[config.mk]
export PLATFORM = sky130hd
export DESIGN_NAME = bcd_time_loader
export DESIGN_NICKNAME = d
export VERILOG_FILES = /design/src/rtl/bcd_time_loader.sv
export SDC_FILE = /design/constraint.sdc
export NUM_CORES = 1
export LEC_CHECK = 0
export BUFFER_PORTS_ARGS = -buffer_cell sky130_fd_sc_hd__buf_2
export CAP_MARGIN = 10
export CELL_PAD_IN_SITES_DETAIL_PLACEMENT = 1
export CELL_PAD_IN_SITES_GLOBAL_PLACEMENT = 1
export CORE_MARGIN = 5
export CORE_UTILIZATION = 25
export DETAILED_ROUTE_END_ITERATION = 8
export PLACE_DENSITY_LB_ADDON = 0.1
export SYNTH_ARGS = -nofsm -noshare
export SYNTH_HDL_FRONTEND = slang
export SYNTH_SLANG_ARGS = --single-unit
[constraint.sdc]
create_clock -name clk -period 1.5 [get_ports clk]
set_input_delay 0 -clock clk [delete_from_list [all_inputs] [get_ports clk]]
set_output_delay 0 -clock clk [all_outputs]
set_load 0.02 [all_outputs]
[src/rtl/bcd_time_loader.sv]
// Loads a 24-hour HH:MM time from four serially offered BCD digits,
// rejecting out-of-range digits and converting the accepted entry to binary.
module bcd_time_loader (
  input  logic       clk,
  input  logic       reset,
  input  logic [3:0] dig_in,
  input  logic       dig_valid,
  output logic       dig_ready,
  input  logic       cancel,
  output logic [4:0] ora_out,
  output logic [5:0] minut_out,
  output logic       load_valid,
  output logic       err,
  output logic [1:0] pos
);

  typedef enum logic [2:0] {
    S_H_T  = 3'd0,
    S_H_U  = 3'd1,
    S_M_T  = 3'd2,
    S_M_U  = 3'd3,
    S_CONV = 3'd4
  } state_t;

  state_t     state_reg, state_next;
  logic [1:0] h_t_reg;
  logic [3:0] h_u_reg;
  logic [2:0] m_t_reg;
  logic [3:0] m_u_reg;
  logic [4:0] ora_reg;
  logic [5:0] minut_reg;
  logic       err_reg, load_valid_reg;

  logic       accept;
  logic       digit_ok;
  logic [4:0] ora_next;
  logic [5:0] minut_next;

  // Cancel wins over a simultaneous digit, so the digit is never even checked.
  assign accept = dig_valid && dig_ready && !cancel;

  // Stored tens digits are already range-limited, so narrow registers suffice.
  assign ora_next   = ({3'b000, h_t_reg} * 5'd10) + {1'b0, h_u_reg};
  assign minut_next = ({3'b000, m_t_reg} * 6'd10) + {2'b00, m_u_reg};

  always_comb begin
    digit_ok = 1'b0;
    case (state_reg)
      S_H_T:   digit_ok = (dig_in <= 4'd2);
      S_H_U:   digit_ok = (dig_in <= 4'd9) && !((h_t_reg == 2'd2) && (dig_in > 4'd3));
      S_M_T:   digit_ok = (dig_in <= 4'd5);
      S_M_U:   digit_ok = (dig_in <= 4'd9);
      default: digit_ok = 1'b0;
    endcase
  end

  always_ff @(posedge clk or posedge reset) begin
    if (reset) state_reg <= S_H_T;
    else       state_reg <= state_next;
  end

  always_comb begin
    state_next = state_reg;
    if (cancel) begin
      state_next = S_H_T;
    end else begin
      case (state_reg)
        S_H_T:   if (accept) state_next = digit_ok ? S_H_U  : S_H_T;
        S_H_U:   if (accept) state_next = digit_ok ? S_M_T  : S_H_T;
        S_M_T:   if (accept) state_next = digit_ok ? S_M_U  : S_H_T;
        S_M_U:   if (accept) state_next = digit_ok ? S_CONV : S_H_T;
        default: state_next = S_H_T;
      endcase
    end
  end

  always_comb begin
    dig_ready = (state_reg != S_CONV);
    case (state_reg)
      S_H_U:   pos = 2'd1;
      S_M_T:   pos = 2'd2;
      S_M_U:   pos = 2'd3;
      default: pos = 2'd0;
    endcase
  end

  always_ff @(posedge clk or posedge reset) begin
    if (reset) begin
      h_t_reg        <= '0;
      h_u_reg        <= '0;
      m_t_reg        <= '0;
      m_u_reg        <= '0;
      ora_reg        <= '0;
      minut_reg      <= '0;
      err_reg        <= 1'b0;
      load_valid_reg <= 1'b0;
    end else begin
      err_reg        <= accept && !digit_ok;
      load_valid_reg <= (state_reg == S_CONV) && !cancel;
      if (cancel || (accept && !digit_ok)) begin
        h_t_reg <= '0;
        h_u_reg <= '0;
        m_t_reg <= '0;
        m_u_reg <= '0;
      end else if (accept) begin
        case (state_reg)
          S_H_T:   h_t_reg <= dig_in[1:0];
          S_H_U:   h_u_reg <= dig_in;
          S_M_T:   m_t_reg <= dig_in[2:0];
          S_M_U:   m_u_reg <= dig_in;
          default: ;
        endcase
      end
      if ((state_reg == S_CONV) && !cancel) begin
        ora_reg   <= ora_next;
        minut_reg <= minut_next;
      end
    end
  end

  assign ora_out    = ora_reg;
  assign minut_out  = minut_reg;
  assign err        = err_reg;
  assign load_valid = load_valid_reg;

endmodule

# ---- Yosys cells after proc, flatten, opt, wreduce, memory -nomap -nowiden
# Cells that the tools add are included.
# Widths: inputs -> output; s select.
dict set report totals {
  register_bits 29
  input_bits 8
  out_inout_bits 16
  word_cells 72
}
dict set report op_classes {
  add_sub_neg 2
  multipliers 2
  n_lt_le_gt_ge 4
  n_eq_ne 10
  mux 24
  reduce_logical 21
}
# cell count
set op_table {}
lappend op_table {{$mux 3} 9}
lappend op_table {{$mux 4} 6}
lappend op_table {{$ne 3x3->1 const B} 5}
lappend op_table {{$pmux 3 s4} 1}
lappend op_table {{$mux 2} 5}
lappend op_table {{$reduce_bool 2->1} 5}
lappend op_table {{$reduce_and 2->1} 4}
lappend op_table {{$add 6x4->6} 1}
lappend op_table {{$eq 3x2->1 const B} 2}
lappend op_table {{$logic_and 1x1->1} 6}
lappend op_table {{$pmux 2 s3} 1}
lappend op_table {{$add 5x4->5} 1}
lappend op_table {{$mul 3x3->5 const B} 1}
lappend op_table {{$gt 4x2->1 const B} 1}
lappend op_table {{$le 4x2->1 const B} 1}
lappend op_table {{$le 4x3->1 const B} 1}
lappend op_table {{$le 4x4->1 const B} 1}
lappend op_table {{$mul 2x3->4 const B} 1}
lappend op_table {{$pmux 1 s4} 1}
lappend op_table {{$reduce_and 4->1} 1}
lappend op_table {{$eq 3x1->1 const B} 1}
lappend op_table {{$eq 3x3->1 const B} 1}
lappend op_table {{$logic_not 1->1} 3}
lappend op_table {{$logic_not 3->1} 1}
lappend op_table {{other kinds (3)} 3}

# ---- Longest topological paths before layout
# Gate-level depths: netlist (run 1).
dict set report depth {
  depth_word 10
  ltp_mapped 7
  ltp_nobuf 7
}

# ---- Least setup slack after synthesis (run 1)
# Ideal clock, no wire load.
dict set report synth_timing {
  kind {register -> register}
  start {register state_reg[2]}
  end {register h_u_reg[0]}
  setup_time_ns 0.066
  t_arrival_ns 1.701
  required_time_ns 1.434
  setup_slack_ns -0.268
  path_stages_with_launch 6
  path_buffers 1
  period_less_slack_ns 1.768
  cell_sequence {dfrtp_1 -> buf_6 -> nor2b_1 -> o2111ai_4 -> a311oi_2 -> a22o_1}
}
dict set report synth_between {
  elab_chain_len 7
  word_cells_on_any_way 15
  classes_between {eq/ne: 4; mux: 2; reduce/logical: 9}
}
# item line_no
set synth_rtl {}
lappend synth_rtl {{start, declared} 25} ;# state_t state_reg, state_next;
lappend synth_rtl {{start signal, assigned} 59} ;# else state_reg <= state_next;
lappend synth_rtl {{$eq 3x2->1, or another cell as far along} 48} ;# case (state_reg)
lappend synth_rtl {{$pmux 1 s4 / $logic_and 1x1->1 (equally long branches)} {48, 40}}
lappend synth_rtl {{$logic_not 1->1 / $logic_and 1x1->1 (equally long branches)} {100, 40}}
lappend synth_rtl {{$logic_and 1x1->1} 100} ;# if (cancel || (accept && !digit_ok)) begin
lappend synth_rtl {{$logic_or 1x1->1} 100}
lappend synth_rtl {{$reduce_bool 2->1 (no line)} n/a}
lappend synth_rtl {{$reduce_and 2->1 (no line)} n/a}
lappend synth_rtl {{end signal, assigned} 108} ;# S_H_U: h_u_reg <= dig_in;
lappend synth_rtl {{end, declared} 27} ;# logic [3:0] h_u_reg;
# Parallel ways exist; a longest one is shown, timed or not.
# A chain may end at the register's enable or synchronous reset.

# ---- Final worst setup path (run 1)
dict set report layout_timing {
  start {register state_reg[2]}
  end {register m_u_reg[1]}
}
dict set report layout_between {
  elab_chain_len 7
  word_cells_on_any_way 15
  classes_between {eq/ne: 4; mux: 2; reduce/logical: 9}
}
# item line_no
set layout_rtl {}
lappend layout_rtl {{$eq 3x2->1, or another cell as far along} {48, 106}}
lappend layout_rtl {{$pmux 1 s4 / $logic_and 1x1->1 (equally long branches)} {48, 40}}
lappend layout_rtl {{$logic_not 1->1 / $logic_and 1x1->1 (equally long branches)} {100, 40}}
lappend layout_rtl {{$logic_and 1x1->1} 100}
lappend layout_rtl {{$logic_or 1x1->1} 100}
lappend layout_rtl {{$reduce_bool 2->1 (no line)} n/a}
lappend layout_rtl {{$reduce_and 2->1 (no line)} n/a}
lappend layout_rtl {{end signal, assigned} 110} ;# S_M_U: m_u_reg <= dig_in;
lappend layout_rtl {{end, declared} 29} ;# logic [3:0] m_u_reg;
# Parallel ways exist; a longest one is shown, timed or not.

==> summary.md, run 1 <==
| Metric | Value |
|---|---|
| Max-Cap Viols | `0` |
| Die area | `between 8000 and 9000 sq um` |
| DR pass1 iterations | `4` |
| DR vias | `approximately 1400` |
| DRT iter0 DRCs | `47` |
| H-tree Lvls | `2` |
| Failing checks | `setup timing` |
| Reg clk slew, reported paths | `around 70 ps` |
| R2R cell count | `5` |
| Max-slew violation count | `0` |
| Wire per inst | `around 17 microns` |
| Top cells by count, synth | `29 x dfrtp_1, 24 x nand2_1, 11 x nor2_1` |
| Post-route ant nets | `0` |
| Fmax | `roughly 600 MHz` |
| Relative slew slack | `0.7391` |
| Synthesis-stage register bit count | `29` |
| Post-synth EDFFs | `0` |
| Synth unique cells | `42` |
| Height of the chip | `roughly 91 microns` |
| CP Max Fanout | `6` |
| Global-route wire length before repair | `approximately 7800 microns` |
| Max reg flops | `6` |
| RD Place Congestion | `approximately 0.83` |
| Layout cell share with drive strength beyond 1 | `0.4475` |
| CP Launch Type | `flip-flop` |
| Mapped Area | `1653 sq um` |
| CTS tree | `done` |
| Syn Nets | `roughly 180` |
| Slew @ Worst Pin | `approximately 400 ps` |
| Setup-failing EPs final | `23` |
| Synth Area in XOR/XNOR | `0.03179` |
| Adder-cell share of the synthesized area | `0.08478` |
| Clock latency reported for the late side of the worst-skew pair | `approximately 280 ps` |
| Initial Util | `0.2588` |
| Fin worst setup slack | `-136.5 ps` |
| Mux cell area share after synthesis | `0.006056` |
| Ranking of synthesized cells by area | `dfrtp_1 44%, ha_1 6.1%, nand2_1 5.5%` |
| CP endpoint kind | `flip-flop` |
| Post-synth top area cell | `dfrtp_1` |
| Synth Warn # | `0` |
| Vias in the first global route | `1530` |
| Critical path type | `flip-flop to flip-flop` |
| Worst hold path class | `input pin to flip-flop` |
| CTS buffer count | `5` |
| Remaining global-route overflow | `0` |
| Vias per inst | `4.747` |
| CTS root buffer | `clkbuf_8` |
| Final Hold Fails | `0` |
| Crit path DAT | `between 1500 and 2000 ps` |
| Total Nets Final | `about 240` |
| I/O pin cnt | `24` |
| Outcome | `finished with violations` |
| Final Cycle Share | `1.091` |
| Gate count of the mapped netlist | `roughly 160` |
| Clock Path Buffers | `2` |
| Post-layout minimum cycle time | `1637 ps` |
| Post-Route Skew | `~3.5 ps` |
| RSZ-0062 raised after global routing | `true` |
| Final instance area | `2331 sq um` |
| Filler cells | `between 700 and 800` |
| # rows | `29` |
| Post-synthesis compound-gate area fraction | `0.1961` |
| Worst EP required | `approximately 1700 ps` |
| # port buffers | `23` |
| Largest net degree at the start of global routing | `30` |
| Sink Count | `29` |
| Post-detail-place hpwl | `3609 microns` |
| Hold Crit Depth | `3` |
| Pre-CTS setup slack | `-124.2 ps` |
| Top-count cell post-synth | `dfrtp_1` |
| Area share of the largest cell type after synthesis | `0.4391` |
| Main synth FF type | `dfrtp_1` |
| DRT Wirelength | `~4900 microns` |
| Area growth from synthesis to layout | `41.03%` |
| Syn avg cell area | `10.46 sq um` |
| Drc violations | `0` |
| Async S/R FF share, synth | `1.000` |
| Diode count | `0` |
| Area after DPL | `between 2000 and 2500 sq um` |
| Pwr Total | `0.001762 W` |
| Leakage power | `~1.1 nW` |
| Largest family of logic cells by synthesized area | `compound AO/OA/AOI/OAI gates` |
| Post-Synth Simple-Gate Area | `0.1893` |
| Core area | `roughly 6400 sq um` |
| Sequential-to-total area share from yosys stat | `0.4391` |
| Initial antenna violation count | `0` |
| Setup tns final | `-1572 ps` |
| Die X | `~91 microns` |
| Final Util | `0.3650` |
| Maximum VDD drop | `0.0003130 V` |
| GRT Util Overall | `0.1172` |
| Power Density | `755.8 nW/um^2` |
worst max-delay path, cell delays in order (launching register included):
cell and delay (ps):
dfrtp_2 450, and3b_2 260, a22oi_4 220, buf_12 150, nand3_4 110, a221o_1 330
report_power, final:
group / internal, W / switching (W)
Clock: 0.000414 / 0.000304
Combinational: 0.0000979 / 0.000137
Sequential: 0.000798 / 0.0000103
timing repair:
item                                    4_1_cts  5_1_grt
endpoints found under the setup margin       26       27
hold buffers                                  1        0
endpoints found under the hold margin        29        0
gates cloned                                  0        1
gates resized for setup                      17        8
pin swaps                                    13       12
setup buffers                                 8        3
stage by stage:
stage                     instances  hold WS, ps
final                           296        89.60
after global routing            296        112.3
after CTS                       294        81.37
after detailed placement        278        99.20
after global placement          278        93.48
after floorplan                 158        78.11
cells in the final DEF, fill, tap and decap left out, drive strengths merged, types with 2 or more instances in the layout:
cell,instances
buf,57
dfrtp,29
nand2,24
nor2,12
o21ai,10
a22o,8
inv,8
ha,8
clkbuf,7
nand2b,5
nor2b,4
and2,3
xor2,3
a221o,3
xnor2,3
a21oi,3
nand3,3
a211oi,2
nor3,2
or2,2
a21o,2
a311oi,2
a31oi,2
fa,2
routing by layer:
metal	up-vias	wire length (microns)	global-route usage
li1	678	-	-
met1	685	2186	0.1390
met2	35	2480	0.2067
met3	7	192	0.02975
met4	0	87	0.03667
met5	-	0	0
final timing paths:
kind	slack, ps	start	to
max	-140	state_reg[2]	m_u_reg[1]
min	90	dig_valid	m_u_reg[3]
max reg2reg	-140	state_reg[2]	m_u_reg[1]
min reg2reg	460	minut_out[0]	minut_out[0]
max in group asynchronous	850	reset	state_reg[1]
min in group asynchronous	350	reset	minut_out[0]
final cells by class:
type / count / area [sq um] / area share
Sequential cell: 29 / 729.5 / 0.3129
Multi-Input combinational cell: 115 / 963.4 / 0.4133
Inverter: 9 / 40.04 / 0.01718
Clock inverter: 1 / 5.005 / 0.002147
Tap cell: 77 / 96.34 / 0.04133
Timing Repair Buffer: 58 / 400.4 / 0.1718
Clock buffer: 7 / 96.34 / 0.04133
cells by family (layout without fill, tap and decap cells):
family	after synthesis	count (layout)
AO/OA/AOI/OAI	37	37
XOR/XNOR	6	6
adder cells (fa/ha/maj)	10	10
buffers and inverters	15	75
flip-flops	29	29
multiplexers	1	1
AND/OR/NAND/NOR	60	61
(Power assumes the default switching activity.)
==> run 2, diff against run 1 <==
- ABC_AREA: not set -> 1
- CORE_ASPECT_RATIO: not set -> 1.75
==> summary.md, run 2 <==
| Metric | Value |
|---|---|
| RSZ-0062 raised after global routing | `true` |
| Post-layout minimum cycle time | `roughly 1700 ps` |
| Pwr Total | `0.002044 W` |
| DR vias | `around 1500` |
| Post-Route Skew | `roughly 4.7 ps` |
| Max-slew violation count | `0` |
| Vias per inst | `around 4.4` |
| Area share of the largest cell type after synthesis | `0.4507` |
| # port buffers | `23` |
| Leakage power | `about 1.3 nW` |
| Worst hold path class | `input pin to flip-flop` |
| CP bufs+invs | `1` |
| Final Util | `0.4036` |
| CTS buffer count | `5` |
| Post-Synth Simple-Gate Area | `0.3287` |
| Commonest non-fill, non-tap cell in the layout | `nand2_1` |
| Global-route wire length before repair | `~7300 microns` |
| Die X | `70.67 microns` |
| Final Cycle Share | `1.143` |
| Post-synth EDFFs | `0` |
| Height of the chip | `roughly 120 microns` |
| H-tree Lvls | `2` |
| Max reg flops | `6` |
| Reg clk slew, reported paths | `60 ps` |
| Initial antenna violation count | `0` |
| Outcome | `finished with violations` |
| FF/Latch Area | `~730 sq um` |
| Adder-cell share of the synthesized area | `0.08702` |
| Comb pwr share | `0.258` |
| Largest family of logic cells by synthesized area | `simple AND/OR/NAND/NOR gates` |
| Clock latency reported for the late side of the worst-skew pair | `around 280 ps` |
| # rows | `38` |
| Slowest CP cell | `dfrtp_1` |
| Maximum VDD drop | `between 0.0004 and 0.0005 V` |
| Pre-CTS setup slack | `-257.1 ps` |
| Synth unique cells | `26` |
| Critical path type | `flip-flop to flip-flop` |
| Worst EP required | `between 1500 and 2000 ps` |
| Total Nets Final | `271` |
| Crit path max-delay family | `adder cells` |
| Wire per inst | `between 10 and 15 microns` |
| Diode count | `0` |
| Sw Share | `0.2980` |
| Power Density | `just over 800 nW/um^2` |
| Layout cell share with drive strength beyond 1 | `0.5099` |
| Drc violations | `0` |
| Main synth FF type | `dfrtp_1` |
| Initial Util | `0.2585` |
| Commonest cells after routing, fill and taps aside | `49 x nand2_1, 26 x dfrtp_1, 23 x buf_2, 23 x buf_4, 16 x nand3_2` |
| Vias in the first global route | `around 1600` |
| Ranking of synthesized cells by area | `dfrtp_1 45%, nand2_1 14%, ha_1 6.2%` |
| Synthesis-stage register bit count | `29` |
| Post-detail-place hpwl | `3258 microns` |
| Mapped Area | `between 1500 and 2000 sq um` |
| Post-synth top area cell | `dfrtp_1` |
| Fmax | `about 580 MHz` |
| Relative slew slack | `0.6891` |
| Syn avg cell area | `approximately 8.5 sq um` |
| Clock power frac | `0.314` |
| Synth Area in XOR/XNOR | `0.02720` |
| Top cells by count, synth | `60 x nand2_1, 29 x dfrtp_1, 18 x nand3_1` |
| Final Hold Fails | `0` |
| Post-route ant nets | `0` |
| Max-Cap Viols | `0` |
| Synth Warn # | `0` |
| Top-count cell post-synth | `nand2_1` |
| Internal power | `around 0.0014 W` |
| Slew @ Worst Pin | `roughly 460 ps` |
| Die area | `approximately 8000 sq um` |
| Sink Count | `29` |
| Reg-to-reg setup timing slack | `-210 ps` |
| Largest net degree at the start of global routing | `30` |
| CP endpoint kind | `flip-flop` |
| I/O pin cnt | `24` |
| Syn Nets | `around 210` |
| Async S/R FF share, synth | `1.000` |
| Post-synthesis compound-gate area fraction | `0.04973` |
| Core area | `between 6000 and 7000 sq um` |
| Placed insts | `313` |
| CTS tree | `done` |
| DRT iter0 DRCs | `23` |
| Share of power burned in registers | `0.428` |
| Gate count of the mapped netlist | `189` |
| Multi-input gate area | `1025 sq um` |
| Psw | `0.0006093 W` |
| Failing checks | `setup timing` |
| DR pass1 iterations | `4` |
| CP Launch Type | `flip-flop` |
| Clock Path Buffers | `2` |
| Crit-path cells | `ha_1 -> ha_1 -> inv_2 -> or2_4 -> a21oi_2 -> xor2_1 -> o21ai_1` |
| Fin worst setup slack | `-214.1 ps` |
| GRT Util Overall | `0.1148` |
| Post-Layout Cell Count | `between 300 and 400` |
| Mux cell area share after synthesis | `0` |
| Max stage delay on crit path | `slightly above 400 ps` |
| Sequential-to-total area share from yosys stat | `0.4507` |
| CP dominant cell by count | `ha_1` |
| Area growth from synthesis to layout | `56.10%` |
| CP Max Fanout | `3` |
| Crit path DAT | `roughly 1900 ps` |
| RD Place Congestion | `0.7453` |
| Filler cells | `740` |
| Remaining global-route overflow | `0` |
| DRT Wirelength | `approximately 4500 microns` |
| CTS root buffer | `clkbuf_8` |
| Setup-failing EPs final | `16` |
-- run 2: routing by layer --
layer,share of wire,up-vias,global-route usage
met5,0,-,0
li1,-,731,-
met4,0.016,0,0.04141
met1,0.35,692,0.1121
met2,0.58,29,0.2278
met3,0.046,6,0.03015
-- run 2: final timing paths --
check | to | cells after the start | from
max | minut_out[5] | 7 | m_t_reg[0]
min | state_reg[2] | 2 | cancel
max reg2reg | minut_out[5] | 7 | m_t_reg[0]
min reg2reg | ora_out[1] | 2 | ora_out[1]
max in group asynchronous | state_reg[2] | 4 | reset
min in group asynchronous | minut_out[4] | 4 | reset
-- run 2: repair_timing --
item / in CTS / in global routing
resized for setup: 42 / 32
pin swaps: 17 / 22
hold buffers: 1 / 0
cloned: 2 / 2
setup buffers: 5 / 5
endpoints found under the hold margin: 29 / 0
setup endpoints to repair: 18 / 29
-- run 2: power groups by stage --
stage                     Combinational (W)  Clock [W]  Sequential (W)
after global placement             0.000396          0        0.000881
after CTS                          0.000503   0.000671        0.000873
after floorplan                    0.000227          0        0.000898
after detailed placement           0.000407          0        0.000885
final                              0.000528   0.000642        0.000874
after global routing               0.000589   0.000700        0.000883
-- run 2: cell type report --
type / count / share of cell area
well taps: 80 / 0.03982
repair buffers: 57 / 0.1872
flip-flops and latches: 29 / 0.2902
inverters: 22 / 0.03484
multi-input cells: 136 / 0.4077
repair inverters: 2 / 0.005973
clock buffers: 7 / 0.03435
-- run 2: per-stage QoR --
step                      hold slack (ps)  area [sq um]  setup TNS [ps]
after floorplan                     73.47          1617          -177.2
after CTS                           11.20          2361           -2224
final                               5.954          2514           -1804
after global placement              94.12          1996           -1448
after detailed placement            103.7          1996           -1491
after global routing                11.10          2514           -3692
-- run 2: cell families after synthesis --
logic type                 count (synthesis)
and+or+nand+nor                          106
DFF                                       29
buffers and inverters                     24
AOI/OAI and AO/OA                         15
adders and majority gates                 10
xor gates and xnor gates                   5
==> run 3, diff against run 2 <==
--- a/config.mk
+++ b/config.mk
@@ -15,4 +15,5 @@
 export CORE_UTILIZATION = 25
 export DETAILED_ROUTE_END_ITERATION = 8
+export HOLD_SLACK_MARGIN = 0.03
 export PLACE_DENSITY_LB_ADDON = 0.1
 export SYNTH_ARGS = -nofsm -noshare
==> constraint.sdc (replaced) <==
create_clock -name clk -period 1.5 [get_ports clk]
set_input_delay 0 -clock clk [delete_from_list [all_inputs] [get_ports clk]]
set_output_delay 0 -clock clk [all_outputs]
set_load 0.005 [all_outputs]
==> summary.md, run 3 (synthesis results as in run 2) <==
| Metric | Value |
|---|---|
| Layout cell share with drive strength beyond 1 | `0.5079` |
| DR pass1 iterations | `4` |
| Diode count | `0` |
| Post-layout minimum cycle time | `approximately 1700 ps` |
| Fmax | `583.4 MHz` |
| Post-detail-place hpwl | `roughly 3300 microns` |
| RSZ-0062 raised after global routing | `true` |
| Leakage power | `~1.3 nW` |
| GRT Util Overall | `0.1154` |
| Failing checks | `setup timing` |
| Clock Path Buffers | `2` |
| Hold_sp | `dig_in[0]` |
| # rows | `38` |
| Slew @ Worst Pin | `461.4 ps` |
| Critical R2R Launch | `m_t_reg[0]` |
| CP Launch Type | `flip-flop` |
| Max-Cap Viols | `0` |
| Max stage delay on crit path | `between 400 and 500 ps` |
| Final Hold Fails | `0` |
| Final Util | `0.4052` |
| Worst EP required | `roughly 1700 ps` |
| Initial Util | `0.2585` |
| Wire per inst | `13.40 microns` |
| Max reg flops | `6` |
| Setup-failing EPs final | `16` |
| Total Nets Final | `272` |
| DRT Wirelength | `4474 microns` |
| Post-route ant nets | `0` |
| Power Density | `around 800 nW/um^2` |
| Die X | `around 71 microns` |
| Post-Route Skew | `4.715 ps` |
| Hold Crit Depth | `5` |
| Final instance area | `approximately 2500 sq um` |
| Core area | `roughly 6200 sq um` |
| Initial antenna violation count | `0` |
| Pre-CTS setup slack | `-257.1 ps` |
| CTS tree | `done` |
| Global-route wire length before repair | `around 7400 microns` |
| Slowest CP cell | `dfrtp_1` |
| RR Endpoint | `minut_out[5]` |
| Die area | `between 8000 and 9000 sq um` |
| CP Depth | `7` |
| Crit path DAT | `1880 ps` |
| Maximum VDD drop | `roughly 0.00041 V` |
| CP dominant cell by count | `ha_1` |
| Clock latency reported for the late side of the worst-skew pair | `approximately 280 ps` |
| Sink Count | `29` |
| Vias per inst | `~4.4` |
| CP endpoint kind | `flip-flop` |
| DR vias | `between 1000 and 1500` |
| Worst hold path class | `input pin to flip-flop` |
| Area after DPL | `approximately 2000 sq um` |
| Area growth from synthesis to layout | `56.72%` |
| Critical path type | `flip-flop to flip-flop` |
| Relative slew slack | `0.6891` |
| Outcome | `finished with violations` |
| Fin worst setup slack | `-214.1 ps` |
| Final Cycle Share | `1.143` |
| Hold Path End | `h_t_reg[0]` |
| CP Max Fanout | `3` |
| Crit-path cells | `ha_1 -> ha_1 -> inv_2 -> or2_4 -> a21oi_2 -> xor2_1 -> o21ai_1` |
| Drc violations | `0` |
| CTS buffer count | `5` |
| R2R cell count | `7` |
| Crit path max-delay family | `adder cells` |
| Largest net degree at the start of global routing | `30` |
| Remaining global-route overflow | `0` |
| I/O pin cnt | `24` |
| # port buffers | `23` |
| Vias in the first global route | `~1600` |
| CP bufs+invs | `1` |
| H-tree Lvls | `2` |
| Reg clk slew, reported paths | `60 ps` |
| Commonest non-fill, non-tap cell in the layout | `nand2_1` |
| DRT iter0 DRCs | `25` |
| Commonest cells after routing, fill and taps aside | `49 x nand2_1, 26 x dfrtp_1, 23 x buf_2, 23 x buf_4, 16 x nand3_2` |
| Max-slew violation count | `0` |
| Reg-to-reg setup timing slack | `-210 ps` |
| Hold Slack | `around 110 ps` |
| RD Place Congestion | `about 0.75` |
| Height of the chip | `between 100 and 150 microns` |
| CTS root buffer | `clkbuf_8` |
run 3: changes by cell type in the layout (fill, tap and decap cells not counted), sizes merged:
| cell | previous run | this run |
|---|---|---|
| dlygate4sd3 | 1 | 2 |
run 3: layout make-up:
type	count	area, sq um
fillers	736	3705
flip-flops and latches	29	729.5
multi-input cells	136	1025
repair buffers	58	480.5
clock buffers	7	86.33
inverters	22	87.58
well taps	80	100.1
repair inverters	2	15.01
run 3: tightest hold or removal path: stages:
cell	delay, ps
buf_2	110
inv_1	80
nor2_4	70
nand3_2	50
nand2_1	40
run 3: metrics by stage:
stage / instances / TNS [ps] / power, W
after CTS: 329 / -2224 / 0.002030
final: 334 / -1804 / 0.002028
after floorplan: 189 / -177.2 / 0.001107
after global routing: 334 / -3692 / 0.002155
after global placement: 313 / -1448 / 0.001259
after detailed placement: 313 / -1491 / 0.001273
run 3: metal layers:
layer,wire [microns],global-route usage,up-vias
met5,0,0,-
met2,2617,0.2297,29
met4,73,0.04141,0
met1,1578,0.1121,695
met3,204,0.03015,6
li1,-,-,733
run 3: worst max path at each step:
stage	start	endpoint	slack, ps
final	m_t_reg[0]	minut_out[5]	-210
after global routing	m_t_reg[2]	minut_out[5]	-300
after CTS	m_t_reg[0]	minut_out[5]	-250
after detailed placement	m_t_reg[0]	minut_out[5]	-260
after global placement	m_t_reg[0]	minut_out[5]	-200
after floorplan	m_t_reg[2]	minut_out[5]	-170
run 3: repair_timing:
item                                    in CTS  in global routing
hold endpoints to repair                    30                  0
endpoints found under the setup margin      18                 29
gates cloned                                 2                  2
pin swaps                                   17                 22
setup buffers                                5                  5
hold buffers                                 2                  0
resized for setup                           42                 32
run 3: report_power, final:
part	total (W)	internal (W)	leakage [nW]	switching, W
Combinational	0.000512	0.000236	0.841	0.000276
Clock	0.000641	0.000363	0.0443	0.000278
Sequential	0.000875	0.000837	0.375	0.0000371
